--- src/rtl/reg_write_arbiter.sv ---
// Two-requester write arbiter for a register file write port.
// After reset it zero-fills every register, one address per cycle. It then
// arbitrates ALU and load writebacks onto a single registered write port,
// using round-robin priority when both requesters are valid.
//
// Handshake: a transfer on requester n happens in a cycle where ReqnValid
// and ReqnReady are both 1 at the rising edge. Ready is combinational and
// depends only on the two valids, the state and the round-robin pointer.
// A requester that holds Valid without Ready keeps Addr/Data stable.
// The accepted write appears on the port one cycle later.
module reg_write_arbiter #(
  parameter int WordLen     = 32,
  parameter int AddrLen     = 5,
  parameter int ZeroProtect = 1
) (
  input  logic               clk,
  input  logic               rst_n,
  input  logic               Req0Valid,
  input  logic [AddrLen-1:0] Req0Addr,
  input  logic [WordLen-1:0] Req0Data,
  input  logic               Req1Valid,
  input  logic [AddrLen-1:0] Req1Addr,
  input  logic [WordLen-1:0] Req1Data,
  output logic               Req0Ready,
  output logic               Req1Ready,
  output logic [AddrLen-1:0] WriteReg,
  output logic [WordLen-1:0] WriteData,
  output logic               RegWrite,
  output logic               InitDone,
  output logic               DbgState   // 0 = INIT, 1 = RUN
);

  typedef enum logic {
    INIT = 1'b0,
    RUN  = 1'b1
  } state_t;

  // The counter has one extra bit so it can say "every address is cleared".
  localparam logic [AddrLen:0] ClearEnd = {1'b1, {AddrLen{1'b0}}};

  state_t             state, stateNext;
  logic [AddrLen:0]   clearCnt, clearCntNext;
  logic               rrPtr, rrPtrNext;
  logic               regWriteNext;
  logic [AddrLen-1:0] writeRegNext;
  logic [WordLen-1:0] writeDataNext;

  assign InitDone = (state == RUN);
  assign DbgState = state;

  // State, clear counter and round-robin pointer registers
  always_ff @(posedge clk or negedge rst_n) begin
    if (!rst_n) begin
      state    <= INIT;
      clearCnt <= '0;
      rrPtr    <= 1'b0;
    end else begin
      state    <= stateNext;
      clearCnt <= clearCntNext;
      rrPtr    <= rrPtrNext;
    end
  end

  // Next-state logic, grant logic and next write-port values
  always_comb begin
    stateNext     = state;
    clearCntNext  = clearCnt;
    rrPtrNext     = rrPtr;
    Req0Ready     = 1'b0;
    Req1Ready     = 1'b0;
    regWriteNext  = 1'b0;
    writeRegNext  = WriteReg;
    writeDataNext = WriteData;
    case (state)
      INIT: begin
        // After the last clear write has been issued, spend one more cycle
        // here so the move to RUN lines up with the edge after that write.
        if (clearCnt == ClearEnd) begin
          stateNext = RUN;
        end else begin
          regWriteNext  = 1'b1;
          writeRegNext  = clearCnt[AddrLen-1:0];
          writeDataNext = '0;
          clearCntNext  = clearCnt + 1'b1;
        end
      end
      RUN: begin
        Req0Ready = Req0Valid & (~Req1Valid | ~rrPtr);
        Req1Ready = Req1Valid & (~Req0Valid |  rrPtr);
        // The pointer favours the loser, and only moves after a contended cycle.
        if (Req0Valid && Req1Valid) begin
          rrPtrNext = ~rrPtr;
        end
        // A write to address 0 is acknowledged but dropped when protected.
        if (Req0Ready) begin
          if (!(ZeroProtect != 0 && Req0Addr == '0)) begin
            regWriteNext  = 1'b1;
            writeRegNext  = Req0Addr;
            writeDataNext = Req0Data;
          end
        end else if (Req1Ready) begin
          if (!(ZeroProtect != 0 && Req1Addr == '0)) begin
            regWriteNext  = 1'b1;
            writeRegNext  = Req1Addr;
            writeDataNext = Req1Data;
          end
        end
      end
      default: stateNext = INIT;
    endcase
  end

  // Registered write port. Reset drops any write that was pending.
  always_ff @(posedge clk or negedge rst_n) begin
    if (!rst_n) begin
      RegWrite  <= 1'b0;
      WriteReg  <= '0;
      WriteData <= '0;
    end else begin
      RegWrite  <= regWriteNext;
      WriteReg  <= writeRegNext;
      WriteData <= writeDataNext;
    end
  end

endmodule

--- config.mk ---
export PLATFORM = sky130hd
export DESIGN_NAME = reg_write_arbiter
export DESIGN_NICKNAME = d
export VERILOG_FILES = /design/src/rtl/reg_write_arbiter.sv
export SDC_FILE = /design/constraint.sdc
export NUM_CORES = 1
export LEC_CHECK = 0
export CAP_MARGIN = 30
export CORE_MARGIN = 2
export CORE_UTILIZATION = 35
export CTS_CLUSTER_SIZE = 20
export DETAILED_ROUTE_END_ITERATION = 12
export GPL_TIMING_DRIVEN = 0
export PLACE_DENSITY = 0.73
export SLEW_MARGIN = 20
export SYNTH_ARGS = -nofsm -noshare
export SYNTH_HDL_FRONTEND = slang
export SYNTH_SLANG_ARGS = --single-unit
--- constraint.sdc ---
create_clock -name clk -period 2.5 [get_ports clk]
set_input_delay 0.5 -clock clk [delete_from_list [all_inputs] [get_ports clk]]
set_output_delay 0.5 -clock clk [all_outputs]
set_load 0.1 [all_outputs]
# Yosys cells after proc, flatten, opt, wreduce, memory -nomap -nowiden
# Index checks and enable logic that the tools add are counted.
[classes]
addsub = 1
n_eq_ne = 5
mux = 22
bitwise = 9
n_reduce_logical = 6
[op_table]
columns = ["op", "count"]
rows = [
  ["32-bit two-way mux", 5],
  ["32-bit one-hot mux with 2 select lines", 1],
  ["5-bit two-way mux", 5],
  ["5-bit zero test", 2],
  ["5-bit one-hot mux with 2 select lines", 1],
  ["1-bit two-way mux", 9],
  ["6-bit by 1-bit adder with 6-bit output (second input constant)", 1],
  ["6-bit == test (second input constant)", 1],
  ["3-bit inequality test (second input constant)", 2],
  ["1-bit inverter", 5],
  ["2-bit AND reduction", 2],
  ["4-bit AND reduction", 1],
  ["3-bit by 1-bit inequality test with 1-bit output (second input constant)", 1],
  ["1-bit AND", 2],
  ["2-bit inequality test (second input constant)", 1],
  ["1-bit bitwise OR", 2],
  ["1-bit one-hot mux with 2 select lines", 1],
  ["1-bit logical AND", 1],
]
[totals]
register_bits = 46
input_bits = 78
wordCells = 49

# Longest topological paths before layout
[depth]
word_depth = 6
depth_mapped = 7
depth_no_buf = 5

# Worst setup path after synthesis
# No wires, ideal clock.
[synth_path]
path_type = "register to register"
start = "reg state, in the netlist DbgState"
end = "reg WriteData[18]"
setup_time_ps = 126
arrival_time_ps = 3620
t_required_ps = 2374
slack_ps = -1246
stages_incl_launch_ff = 7
path_buffers = 2
synth_period_minus_slack_ps = 3746
path_cell_list = "dfrtp_1 nand2_1 a21oi_1 a221o_1 buf_6 buf_6 mux2_4"
[synth_between]
elab_chain_len = 3
word_cells_on_any_way = 7
cone_classes = "eq/ne (4); mux (1); bitwise (1); reduce/logical (1)"
[synth_rtl]
columns = ["element", "line", "rtl"]
rows = [
  ["from (decl)", "41", "state_t state, stateNext;"],
  ["from (signal assigned)", "58", "state <= stateNext;"],
  ["1-bit inverter (no source line)", "-", ""],
  ["2-bit inequality test (no source line)", "-", ""],
  ["4-bit AND reduction (no source line)", "-", ""],
  ["to (signal assigned)", "122", "WriteData <= writeDataNext;"],
  ["to (decl)", "27", "output logic [WordLen-1:0] WriteData,"],
]
# Several ways; a longest one is shown, not always the timed one.
# A chain may end at the register's enable or synchronous reset.

# Worst setup path after layout
[layout_path]
start = "reg state, in the netlist DbgState"
end = "out DbgState"
[layout_lines]
columns = ["element", "line", "rtl"]
rows = [
  ["to (decl)", "30", "output logic DbgState"],
]
# No word-level cell between the ends.

==> out/summary.txt <==
Status: finished clean
Routability cong.: 0.814
Final core occ: 58.6%
Critical path's top delay family: buffers and inverters
Clk_lat worst skew: 0.29 ns
CTS Buf Count: 5
Unrepaired setup endpoints after global routing: false
Sequential Power Share: 23.9%
Synth top area share: 50.8%
Max-cap violation count: 0
Internal: 2130 uW
GRT Total Usage: 15.8%
Synth Warn #: 0
Clock root cell: clkbuf_8
Crit Path Category: register to output pin
Fin area: 3700 sq um
Clk pwr share: 12.4%
WP data arrival: 1.89 ns
Slew @ Worst Pin: 0.995 ns
Register bit total from synthesis: 46
Initial core utilization: 35.9%
Crit path buf inv count: 1
Period utilisation layout: 95.6%
R2R depth: 7
Final net count: 379
Largest net degree at the start of global routing: 25
Placed inst area: 3590 sq um
Vias in the first global route: 1908
Clock-pin slew on the worst setup and hold paths: 0.09 ns
Core area: 6310 sq um
P&R area growth vs syn: 63.5%
CP max stage cell: clkdlybuf4s50_1
Synth cell types: 25
Xor/xnor share of the synthesized area: 2.32%
Num rows: 29
Cell taking the most area after synthesis: dfrtp_1
CP Cell Sequence: clkdlybuf4s50_1
Setup tns final: 0 ns
Pre-antenna DRT Iters: 6
Switch share: 53.4%
Skew final: 0.00701 ns
Cells after DPL: 369
Simple-gate share of the synthesized area: 3.92%
Max-slew violations: 0
Critical Path Start Type: register
Die area: 7130 sq um
First-pass GRT wire length: 8970 um
Final setup fails: 0
CTS tree: done
Drt drc: 0
Sequential area share after synthesis: 50.8%
Slowest stage delay, CP: 1.15 ns
Critical Path RT: 2.00 ns
Ant. Diodes: 0
Buffers on Ports: 119
Share of layout cells above drive strength 1: 18.7%
Post-route minimum period: 2.39 ns
Final Hold Slack: 0.189 ns
Worst-path fanout max: 8
Antenna violations before repair: 0
Number of hold buffers added after cts: 0
Max Fclk: 418 MHz
Finished Layout Cells: 376
Gr ovfl total: 0
Slew headroom: 33.5%
Largest cells by area after synthesis: dfrtp_1 (51%), a22o_1 (12%), mux2_4 (9.9%)
Post-synthesis mux area share: 20.7%
Iteration-0 DRC Markers: 167
Synth Net Count: 252
Hpwl dp: 4300 um
Die W: 84.4 um
DR vias: 1895
IO Pins: 120
Gate power share: 63.8%
DR WL/cell: 14.7 um
Synth Area in Compound Gates: 16.4%
Post-synthesis adder-cell area fraction: 1.10%
Synthesized instance count: 172
CP Capture Type: output pin
Leak: 0.00162 uW
H-tree lvl count: 2
VDD IR max: 0.000805 V
Final wirelength: 5540 um
Cell count along the critical path: 1
Post-Syn Area: 2260 sq um
CTS Buffer Depth: 2
Avg Vias per Cell: 5.04
CTS sink count: 46
Power Density: 1230 nW/um^2
Die H: 84.4 um
Post-DRT Antenna Nets: 0
Syn_area_per_cell: 13.2 sq um
Switching pwr: 2430 uW
Post-CTS setup buffers: 0
Final Hold Fails: 0
Worst Hold Class: primary input to async pin
Largest family of logic cells by synthesized area: multiplexers
## cell usage in the layout, fill, tap and decap left out, drive strengths merged, types with 2 or more instances in the layout
cell and n:
a21oi 2, xnor2 6, nand3 4, inv 9, a222oi 4, dfrtp 46, clkdlybuf4s50 115, a221o 2
mux2i 4, a22o 32, nand2 6, nor2 2, buf 9, and3 2, mux2 33, nor3 3
clkbuf 12, ha 2
## synthesized netlist by cell type, drive strengths merged
master	n
nor3	3
a21oi	2
ha	2
mux2i	4
o21ai	1
nor2	2
dfrtp	46
xnor2	6
a221o	2
and3	2
nor2b	1
inv	9
a31oi	1
a222oi	4
buf	6
nand3	4
clkbuf	6
nand2	6
mux2	33
a22o	32
## flip-flops by register name (all words and copies together) (netlist names)
name	cells
DbgState	1
WriteReg	5
RegWrite	1
clearCnt	6
WriteData	32
rrPtr	1
## worst paths after layout
check,start,to,slack (ns)
setup / recovery,DbgState$_DFF_PN0_,DbgState,0.11
hold / removal,rst_n,clearCnt[1]$_DFFE_PN0P_,0.19
setup reg to reg,clearCnt[0]$_DFFE_PN0P_,WriteData[22]$_DFFE_PN0P_,0.44
hold reg to reg,clearCnt[5]$_DFFE_PN0P_,clearCnt[5]$_DFFE_PN0P_,0.50
max in group asynchronous,rst_n,WriteData[24]$_DFFE_PN0P_,1.79
min in group clk,clearCnt[5]$_DFFE_PN0P_,clearCnt[5]$_DFFE_PN0P_,0.50
## per-layer routing
layer	GRT usage, %	vias up	share of wire [%]
met4	3.03	0	0.74
li1	-	897	-
met3	5.41	6	8.8
met2	27.0	90	49
met1	19.7	902	41
met5	0	-	0
## timing repair
| item | CTS | global route |
|---|---|---|
| setup endpoints to repair | 2 | 1 |
| resized for setup | 9 | 1 |
| pin swaps | 0 | 0 |
## cell families after synthesis
logic type               after synthesis
AO/OA/AOI/OAI                         42
XOR/XNOR                               6
adder cells (fa/ha/maj)                2
buffers and inverters                 21
flip-flops                            46
multiplexers                          37
AND/OR/NAND/NOR                       18
## stage by stage
step	power [uW]	setup slack, ns
2_1_floorplan	3300	0.0105
3_3_place_gp	4010	-0.728
3_5_place_dp	4040	-0.733
4_1_cts	4600	0.00343
5_1_grt	4740	0.0483
6_report	4560	0.109
## final cells by class
type                       count  area (sq um)
clock inverter                 1          30.0
buffer                        12          75.1
fill                         554          2610
multi-input combinational    105          1020
sequential                    46          1150
inverter                       9          33.8
timing repair buffer         120          1210
tap                           77          96.3
clock buffer                   6          82.6
## power groups by stage
stage	logic [uW]	clock network (uW)	registers, uW
6_report	2910	564	1090
5_1_grt	3000	611	1120
4_1_cts	2930	573	1090
3_5_place_dp	2930	0	1100
3_3_place_gp	2920	0	1100
2_1_floorplan	581	0	2710
(Power assumes the default switching activity.)
